==> src/rtl/bitpack_batch_seq.sv <==
// Batch sequencer for the bitstream compute circuit: per job it loads SNG config words,
// runs the bitstreams for SIZE cycles, then writes back the counter chain.
module bitpack_batch_seq #(
   parameter int SRC_N = 4,
   parameter int DST_N = 2,
   parameter int CNT_W = 32
) (
   input  logic                 CLK,
   input  logic                 RST,
   input  logic                 GO,
   output logic                 DONE,
   output logic                 ERR,
   input  logic [31:0]          SRC,
   input  logic [31:0]          DST,
   input  logic [CNT_W-1:0]     SIZE,
   input  logic [CNT_W-1:0]     BATCH,
   output logic [31:0]          READ_ADDR,
   output logic [15:0]          READ_COUNT,
   output logic                 READ_REQ,
   input  logic                 READ_BUSY,
   input  logic [31:0]          READ_DATA,
   input  logic                 READ_VALID,
   output logic                 READ_READY,
   output logic [31:0]          WRITE_ADDR,
   output logic [15:0]          WRITE_COUNT,
   output logic                 WRITE_REQ,
   input  logic                 WRITE_BUSY,
   output logic [31:0]          WRITE_DATA,
   output logic                 WRITE_VALID,
   input  logic                 WRITE_READY,
   output logic [31:0]          SNG_DATA,
   output logic [SRC_N-1:0]     COMP_WE,
   output logic [SRC_N-1:0]     SEED_WE,
   output logic                 PROC_EN,
   output logic                 CNT_CLR,
   input  logic [31:0]          DST_DATA,
   output logic                 DST_SHIFT
);

   localparam int WORDS = 2 * SRC_N;
   localparam int WW    = $clog2(WORDS + 1);
   localparam int BW    = $clog2(DST_N + 1);

   typedef enum logic [2:0] {
      S_IDLE, S_RREQ, S_READ, S_PROC, S_WREQ, S_WRITE, S_NEXT, S_FINI
   } state_t;

   state_t           state_q, state_d;
   logic [31:0]      ra_q, ra_d, wa_q, wa_d;
   logic [CNT_W-1:0] jobs_q, jobs_d, len_q, len_d, j_q, j_d, c_q, c_d;
   logic [WW-1:0]    w_q, w_d;
   logic [BW-1:0]    b_q, b_d;
   logic             err_q, err_d;

   always_ff @(posedge CLK or posedge RST) begin
      if (RST) begin
         state_q <= S_IDLE;
         ra_q    <= '0;
         wa_q    <= '0;
         jobs_q  <= '0;
         len_q   <= '0;
         j_q     <= '0;
         c_q     <= '0;
         w_q     <= '0;
         b_q     <= '0;
         err_q   <= 1'b0;
      end else begin
         state_q <= state_d;
         ra_q    <= ra_d;
         wa_q    <= wa_d;
         jobs_q  <= jobs_d;
         len_q   <= len_d;
         j_q     <= j_d;
         c_q     <= c_d;
         w_q     <= w_d;
         b_q     <= b_d;
         err_q   <= err_d;
      end
   end

   always_comb begin
      state_d = state_q;
      ra_d    = ra_q;
      wa_d    = wa_q;
      jobs_d  = jobs_q;
      len_d   = len_q;
      j_d     = j_q;
      c_d     = c_q;
      w_d     = w_q;
      b_d     = b_q;
      err_d   = err_q;
      case (state_q)
         S_IDLE: if (GO) begin
            ra_d    = SRC;
            wa_d    = DST;
            jobs_d  = (BATCH == '0) ? CNT_W'(1) : BATCH;
            len_d   = SIZE;
            err_d   = 1'b0;
            j_d     = '0;
            state_d = S_RREQ;
         end
         S_RREQ: if (!READ_BUSY) begin
            w_d     = '0;
            state_d = S_READ;
         end
         S_READ: if (READ_VALID) begin
            w_d = w_q + WW'(1);
            if (w_q == WW'(WORDS - 1)) begin
               c_d = '0;
               // zero-length job: counters were just cleared, so they report 0
               if (len_q == '0) begin
                  err_d   = 1'b1;
                  state_d = S_WREQ;
               end else begin
                  state_d = S_PROC;
               end
            end
         end
         S_PROC: begin
            c_d = c_q + CNT_W'(1);
            if (c_q == len_q - CNT_W'(1)) state_d = S_WREQ;
         end
         S_WREQ: if (!WRITE_BUSY) begin
            b_d     = '0;
            state_d = S_WRITE;
         end
         S_WRITE: if (WRITE_READY) begin
            b_d = b_q + BW'(1);
            if (b_q == BW'(DST_N - 1)) state_d = S_NEXT;
         end
         S_NEXT: begin
            ra_d    = ra_q + 32'(8 * SRC_N);
            wa_d    = wa_q + 32'(4 * DST_N);
            j_d     = j_q + CNT_W'(1);
            state_d = (j_q + CNT_W'(1) < jobs_q) ? S_RREQ : S_FINI;
         end
         S_FINI: if (!GO) state_d = S_IDLE;
         default: state_d = S_IDLE;
      endcase
   end

   always_comb begin
      DONE        = (state_q == S_IDLE);
      READ_ADDR   = ra_q;
      READ_COUNT  = 16'(WORDS);
      READ_REQ    = (state_q == S_RREQ) && !READ_BUSY;
      READ_READY  = (state_q == S_READ);
      WRITE_ADDR  = wa_q;
      WRITE_COUNT = 16'(DST_N);
      WRITE_REQ   = (state_q == S_WREQ) && !WRITE_BUSY;
      WRITE_VALID = (state_q == S_WRITE);
      WRITE_DATA  = (state_q == S_WRITE) ? DST_DATA : '0;
      DST_SHIFT   = (state_q == S_WRITE) && WRITE_READY;
      PROC_EN     = (state_q == S_PROC);
      CNT_CLR     = (state_q == S_READ) && READ_VALID && (w_q == WW'(WORDS - 1));
      COMP_WE     = '0;
      SEED_WE     = '0;
      // even words load comparators, odd words load seeds
      for (int i = 0; i < SRC_N; i++) begin
         COMP_WE[i] = (state_q == S_READ) && READ_VALID && (w_q == WW'(2 * i));
         SEED_WE[i] = (state_q == S_READ) && READ_VALID && (w_q == WW'(2 * i + 1));
      end
   end

   assign ERR      = err_q;
   assign SNG_DATA = READ_DATA;

endmodule

==> config.mk <==
export PLATFORM = sky130hd
export DESIGN_NAME = bitpack_batch_seq
export DESIGN_NICKNAME = d
export VERILOG_FILES = /design/src/rtl/bitpack_batch_seq.sv
export SDC_FILE = /design/constraint.sdc
export NUM_CORES = 1
export LEC_CHECK = 0
export BUFFER_PORTS_ARGS = -buffer_cell sky130_fd_sc_hd__buf_2
export CAP_MARGIN = 40
export CORE_MARGIN = 2
export CORE_UTILIZATION = 35
export CTS_CLUSTER_SIZE = 10
export DETAILED_ROUTE_END_ITERATION = 12
export GPL_ROUTABILITY_DRIVEN = 0
export SYNTH_ARGS = -nofsm -noshare
export SYNTH_HDL_FRONTEND = slang
export SYNTH_SLANG_ARGS = --single-unit
==> constraint.sdc <==
create_clock -name CLK -period 22 [get_ports CLK]
set_clock_uncertainty 0.15 [all_clocks]
set_input_delay 6.6 -clock CLK [delete_from_list [all_inputs] [get_ports CLK]]
set_output_delay 6.6 -clock CLK [all_outputs]
set_load 0.03 [all_outputs]
# [Word-level counts from Yosys, hierarchy flattened]
# Cells that the tools add are included.
[op_classes] addsub=7 n_reduce_logical=30 n_lt_le_gt_ge=1 eq_ne=26 mux=34
[op_table] operator="32-bit case mux with 2 select lines" count=4
[op_table] operator="32-bit two-way mux" count=7
[op_table] operator="32-bit by 1-bit adder with 32-bit output (second input constant)" count=2
[op_table] operator="32-bit zero test" count=2
[op_table] operator="3-bit two-way mux" count=11
[op_table] operator="32-bit by 4-bit adder with 32-bit output (second input constant)" count=1
[op_table] operator="32-bit by 6-bit adder with 32-bit output (second input constant)" count=1
[op_table] operator="32-bit == test" count=1
[op_table] operator="32-bit < comparator" count=1
[op_table] operator="32-bit by 1-bit subtractor with 32-bit output (second input constant)" count=1
[op_table] operator="3-bit case mux with 8 select lines" count=1
[op_table] operator="4-bit by 3-bit == test with 1-bit output (second input constant)" count=4
[op_table] operator="3-bit == test (second input constant)" count=4
[op_table] operator="1-bit logical AND" count=12
[op_table] operator="2-bit by 1-bit inequality test with 1-bit output (second input constant)" count=5
[op_table] operator="2-bit inequality test (second input constant)" count=5
[op_table] operator="2-bit nonzero test" count=5
[op_table] operator="3-bit AND reduction" count=3
[op_table] operator="9-bit AND reduction" count=1
[op_table] operator="4-bit by 2-bit == test with 1-bit output (second input constant)" count=2
[op_table] operator="4-bit two-way mux" count=2
[op_table] operator="4-bit case mux with 2 select lines" count=1
[op_table] operator="3-bit by 2-bit == test with 1-bit output (second input constant)" count=2
[op_table] operator="5-bit AND reduction" count=1
[op_table] operator="other kinds (13)" count=19
[totals] regBits=202 wordCells=108

# [Logic depth before layout (Yosys ltp)]
# Gate-level depths: netlist of the first run.
[logic_depth] word_depth=5 ltp_mapped=19

# [Least setup slack after synthesis of the first run]
# No wires, ideal clock.
[synth_path] path_kind="in2out" start="input port READ_VALID" end="output port SEED_WE[3]" t_required_ns=15.250 cell_stages=5 slack_ns=7.351 arrival_ns=7.899 path_cell_list="and4b_1 and3_1 clkbuf_1 buf_1 buf_4"
[synth_between] elab_chain_len=2
[synth_lines] item="start, declared" line_no="22" source="input logic READ_VALID,"
[synth_lines] item="1-bit logical AND (2 in a row)"
[synth_lines] item="end, declared" line_no="33" source="output logic [SRC_N-1:0] SEED_WE,"
# Every way passes these cells.

# [Worst setup path after layout of the first run]
[layout_path] start="input port READ_VALID" end="output port CNT_CLR"
[layout_between] elab_chain_len=2
[layout_lines] item="1-bit logical AND (2 in a row)" line_no="155" source="CNT_CLR = (state_q == S_READ) && READ_VALID && (w_q == WW'(WORDS - 1));"
[layout_lines] item="end, declared" line_no="35" source="output logic CNT_CLR,"
# Every way passes these cells.

==> out/qor.txt, run 1 <==
# H-tree levels: 1
Initial Util: 35.8%
Max-cap viol count: 0
Critical path class: input pin to output pin
Sw Ratio: 45.0%
I/O Buffers: 279
Worst vdd ir: 0.0000785 V
Gates resized, CTS repair: 0
Max stage delay on crit path: 0.33 ns
Synth cell types: 73
Final hold violation count: 0
Post-synth ARST share: 100%
Lkg Pwr: 7.22 nW
Slew HR: 43.0%
Syn avg cell area: 8.22 µm²
Pins over their slew limit: 0
Antenna violations before repair: 7
RR Endpoint: state_q[1]$_DFFE_PP0P_
Die H: 195 µm
WHS: 0.321 ns
Area grow syn2layout: 18.0%
Worst path slowest cell: buf_4
CP Capture Type: output pin
DP HPWL: 27,500 µm
Die ar.: 38,100 µm²
Post-CTS Setup Bufs: 0
Crit-path most repeated cell: buf_2
WHS Path Cells: 2
Post-synth EDFFs: 0
Run status: completed
Worst path bufs/invs: 3
Vias in the first global route: 11,400
Fin crit share: 66.0%
Vias per std cell: 5.31
Drt drc: 0
Drt pass-1 iters: 5
Post-synthesis sequential area ratio: 39.5%
Worst Min Path Start: READ_ADDR[4]$_DFFE_PP0P_
Worst R2R Setup Slack: 17.84 ns
Switching pwr: 846 µW
Largest net degree at the start of global routing: 82
Number of synthesized register bits: 202
Worst setup SP type: input pin
Reg2reg start: j_q[6]$_DFFE_PP0P_
Layout cell share with drive strength beyond 1: 20.0%
DRT Wirelength: 38,200 µm
Crit-path cells: buf_2 -> and4b_1 -> and3_1 -> buf_4 -> buf_2
Min Clock Period, post-route: 14.52 ns
TNS Setup: 0 ns
Hold Crit Class: flip-flop to flip-flop
Fillers: 3,664
Cell area after synthesis: 12,800 µm²
CTS tree: done
First-pass GRT wire length: 61,300 µm
Worst slew pin tran: 0.847 ns
Power Internal: 1.03 mW
Core box area: 35,700 µm²
Routed len/inst: 17.0 µm
Clock power share: 21.5%
Clock transition at path regs: 0.05 ns
CP arrival: 7.77 ns
FMAX: 68.9 MHz
Worst skew pair latency: 0.55 ns
Site row count: 69
Pwr Density: 125 nW/µm²
Ys Warns: 0
Tot GR Track Use: 19.5%
Clock root cell: clkbuf_16
DIE WIDTH: 195 µm
Clock buffers created by TritonCTS: 26
Worst hold endpoint: READ_ADDR[4]$_DFFE_PP0P_
Largest fanout on the critical path: 33
I/O pin cnt: 376
CP top delay family: buffers and inverters
RSZ-0062 raised after global routing: no
Maximum clock path buffer count: 3
R2R depth: 16
Drt first-iter violations: 720
Final setup viols: 0
Grt ovf: 0
Comb power frac: 42.8%
Critical path required time: 15.25 ns
Final Util: 42.2%
Final Net Count: 2,003
Vias: 11,900
Clk sinks: 202
Main synth FF type: dfrtp_1
Syn Inst Count: 1,554
Seq pwr share: 35.7%
Hold_buf cts: 0
Post-route ant nets: 0
how the worst max path moves through the flow:
stage | end | cells after the start | from
after floorplan | SEED_WE[3] | 5 | READ_VALID
after global placement | SEED_WE[3] | 5 | READ_VALID
after detailed placement | SEED_WE[3] | 5 | READ_VALID
after CTS | SEED_WE[3] | 5 | READ_VALID
after global routing | CNT_CLR | 5 | READ_VALID
final | CNT_CLR | 5 | READ_VALID
power by group through the flow:
stage          Combinational (mW)  Clock [mW]  Sequential (mW)
3_5_place_dp                0.804           0            0.669
6_report                    0.804       0.405            0.670
5_1_grt                     0.899       0.430            0.694
4_1_cts                     0.807       0.415            0.667
2_1_floorplan               0.518           0            0.721
3_3_place_gp                0.787           0            0.667
cell families after synthesis:
| family | after synthesis | share of synthesized area (%) |
|---|---|---|
| AND/OR/NAND/NOR | 725 | 27.0 |
| AO/OA/AOI/OAI | 283 | 14.4 |
| flip-flops | 202 | 39.5 |
| buffers and inverters | 197 | 7.78 |
| XOR/XNOR | 100 | 6.85 |
| adder cells (fa/ha/maj) | 41 | 4.01 |
| multiplexers | 4 | 0.323 |
| other | 2 | 0.0588 |
per-stage QoR:
| step | total power, mW | worst slack (ns) | std cells | cell area, µm² |
|---|---|---|---|---|
| CTS | 1.89 | 7.46 | 2236 | 15100 |
| global placement | 1.45 | 7.50 | 2193 | 14200 |
| finish | 1.88 | 7.48 | 2241 | 15100 |
| global route | 2.02 | 7.36 | 2240 | 15100 |
| floorplan | 1.24 | 7.35 | 1584 | 12900 |
| detailed placement | 1.47 | 7.48 | 2195 | 14300 |
flip-flops by register name (all words and copies together), names as in the netlist, 3 cells and up:
register    cells
c_q            32
READ_ADDR      32
state_q         3
w_q             4
j_q            32
jobs_q         32
len_q          32
WRITE_ADDR     32
placed cells by master (no fill, tap or decap), types with 10 or more instances in the layout:
| master | instances |
|---|---|
| o211ai_1 | 10 |
| nand3_1 | 64 |
| xor2_1 | 54 |
| o31ai_1 | 13 |
| and3_1 | 70 |
| nor4_1 | 24 |
| clkbuf_16 | 26 |
| conb_1 | 32 |
| o21ai_0 | 120 |
| nand4_1 | 33 |
| nor2_1 | 119 |
| a211oi_1 | 19 |
| xnor2_1 | 46 |
| dfrtp_1 | 202 |
| a21oi_1 | 28 |
| nand2_1 | 291 |
| buf_4 | 12 |
| buf_2 | 279 |
| ha_1 | 41 |
| nor3_1 | 46 |
| inv_1 | 52 |
worst min-delay path, cell delays in order (launching register included):
cell	delay (ns)
dfrtp_1	0.34
nand2_1	0.05
nand2_1	0.06
cell usage after synthesis, drive strengths merged, types with 10 or more instances:
library cell / count / area [µm²]
a211oi: 19 / 143
a21oi: 29 / 149
and2: 10 / 62.6
and3: 70 / 438
buf: 74 / 533
clkbuf: 69 / 259
dfrtp: 202 / 5050
ha: 41 / 513
inv: 53 / 199
nand2: 291 / 1090
nand3: 65 / 325
nand4: 33 / 206
nor2: 122 / 458
nor3: 47 / 240
nor4: 27 / 196
o211ai: 10 / 75.1
o21ai: 121 / 606
o311ai: 10 / 87.6
o31ai: 13 / 97.6
xnor2: 46 / 403
xor2: 54 / 473
metal layers:
layer,share of wire (%),up-vias,global-route usage (%)
met2,46,351,31.8
li1,-,5783,-
met5,0.094,-,0
met3,6.2,70,4.70
met1,45,5696,26.2
met4,2.4,6,4.78
layout make-up:
cell class | instances | area, µm² | area share [%]
Sequential cell | 202 | 5050 | 33.5
Tap cell | 461 | 577 | 3.82
Clock inverter | 3 | 28.8 | 0.191
Multi-Input combinational cell | 1185 | 6870 | 45.6
Clock buffer | 38 | 776 | 5.14
Antenna cell | 4 | 10.0 | 0.0664
Timing Repair Buffer | 294 | 1560 | 10.3
Inverter | 54 | 210 | 1.39
(Power assumes the default switching activity.)
==> run 2, diff against run 1 <==
==> constraint.sdc (replaced) <==
create_clock -name CLK -period 14.47 [get_ports CLK]
set_clock_uncertainty 0.15 [all_clocks]
set_input_delay 4.341 -clock CLK [delete_from_list [all_inputs] [get_ports CLK]]
set_output_delay 4.341 -clock CLK [all_outputs]
set_load 0.03 [all_outputs]
==> out/qor.txt, run 2 (synthesis gave the netlist of run 1 again) <==
Run status: completed (unchanged)
RSZ-0062 raised after global routing: no (unchanged)
Maximum clock path buffer count: 3 (unchanged)
Core box area: 35,700 µm² (unchanged)
Tot GR Track Use: 19.5% (about the same)
Placed Instance Area: 14,300 µm² (unchanged)
TNS Setup: 0 ns (unchanged)
Pins over their slew limit: 0 (unchanged)
Initial Util: 35.8% (unchanged)
Post-route cell area: 15,000 µm² (was 15,100 µm²)
Critical path required time: 9.98 ns (was 15.25 ns)
Min Clock Period, post-route: 10.00 ns
Final Net Count: 2,002 (was 2,003)
Grt ovf: 0 (unchanged)
Die H: 195 µm (unchanged)
Overall power: 2.81 mW (was 1.88 mW)
Drt pass-1 iters: 5 (unchanged)
Final hold violation count: 0 (unchanged)
Dpl cells: 2,195 (unchanged)
Setup ws final: 4.47 ns (was 7.48 ns)
Vias per std cell: 5.26 (was 5.31)
DRT Wirelength: 38,200 µm (about the same)
I/O pin cnt: 376 (unchanged)
Slew HR: 46.2% (was 43.0%)
CP Capture Type: output pin (unchanged)
Vias in the first global route: 11,200 (was 11,400)
Area grow syn2layout: 17.2% (was 18.0%)
Pwr Density: 187 nW/µm² (was 125 nW/µm²)
Worst setup SP type: input pin (unchanged)
Critical path class: input pin to output pin (unchanged)
Drt drc: 0 (unchanged)
Final setup viols: 0 (unchanged)
Clock buffers created by TritonCTS: 25 (was 26)
Most common cell after layout, fill and taps aside: nand2_1 (unchanged)
Max-cap viol count: 0 (unchanged)
Fin crit share: 69.1%
Worst skew pair latency: 0.54 ns (was 0.55 ns)
DP HPWL: 27,600 µm (was 27,500 µm)
Post-CTS Setup Bufs: 0 (unchanged)
Site row count: 69 (unchanged)
Hold_buf cts: 0 (unchanged)
Pre-CTS setup slack: 4.48 ns (was 7.48 ns)
I/O Buffers: 279 (unchanged)
Clk sinks: 202 (unchanged)
Largest net degree at the start of global routing: 82 (unchanged)
Lkg Pwr: 7.18 nW (was 7.22 nW)
Gates resized, CTS repair: 0 (unchanged)
Die ar.: 38,100 µm² (unchanged)
Hold Crit Class: flip-flop to flip-flop (unchanged)
Largest fanout on the critical path: 33 (unchanged)
Vias: 11,800 (was 11,900)
Post-route ant nets: 0 (unchanged)
Clock transition at path regs: 0.06 ns (was 0.05 ns)
DIE WIDTH: 195 µm (unchanged)
Fillers: 3,653 (was 3,664)
CTS tree: done (unchanged)
Worst slew pin tran: 0.807 ns (was 0.847 ns)
Drt first-iter violations: 692 (was 720)
WHS: 0.322 ns (was 0.321 ns)
Layout cell share with drive strength beyond 1: 19.6% (was 20.0%)
Worst vdd ir: 0.000110 V (was 0.0000785 V)
FMAX: 100 MHz
Routed len/inst: 17.1 µm (was 17.0 µm)
CP arrival: 5.51 ns (was 7.77 ns)
Clock root cell: clkbuf_16 (unchanged)
# H-tree levels: 1 (unchanged)
Final Util: 41.9% (was 42.2%)
First-pass GRT wire length: 61,000 µm (was 61,300 µm)
Post-Layout Cell Count: 2,238 (was 2,241)
Antenna violations before repair: 6 (was 7)
Most frequent cells in the layout: 291 x nand2_1, 279 x buf_2, 202 x dfrtp_1 (unchanged)
==> run 2: layer usage <==
| layer | up-vias | global-route usage, % | part of all wire, % |
|---|---|---|---|
| li1 | 5775 | - | - |
| met1 | 5612 | 26.0 | 45 |
| met2 | 315 | 32.0 | 47 |
| met3 | 56 | 5.03 | 6.6 |
| met4 | 4 | 4.21 | 1.9 |
| met5 | - | 0 | 0.071 |
==> run 2: critical path, stage by stage <==
cell and delay [ns]:
buf_2 0.11, and4b_1 0.27, and3_1 0.17, buf_4 0.33, buf_2 0.27
==> run 2: worst paths after layout <==
check                                    startpoint                        to  slack [ns]  cells after the start
setup / recovery                         READ_VALID                   CNT_CLR        4.47                      5
hold / removal             READ_ADDR[2]$_DFFE_PP0P_  READ_ADDR[2]$_DFFE_PP0P_        0.32                      2
setup reg to reg                 j_q[6]$_DFFE_PP0P_    state_q[1]$_DFFE_PP0P_       10.35                     16
hold reg to reg            READ_ADDR[2]$_DFFE_PP0P_  READ_ADDR[2]$_DFFE_PP0P_        0.32                      2
max in group asynchronous                       RST       j_q[10]$_DFFE_PP0P_        9.53                      4
min in group asynchronous                       RST  READ_ADDR[4]$_DFFE_PP0P_        3.66                      2
==> run 2: final cells by class <==
type	count	area, µm²	area share [%]
Sequential cell	202	5050	33.7
Clock inverter	4	35.0	0.234
Timing Repair Buffer	294	1560	10.4
Antenna cell	5	12.5	0.0835
Inverter	54	210	1.40
Tap cell	461	577	3.85
Clock buffer	33	666	4.44
Multi-Input combinational cell	1185	6870	45.9
==> run 2: where the power goes <==
part,switching (mW),internal [mW],leakage [nW]
clock,0.245,0.320,0.345
combinational,0.787,0.437,4.29
sequential,0.251,0.768,2.54
total,1.28,1.52,7.18
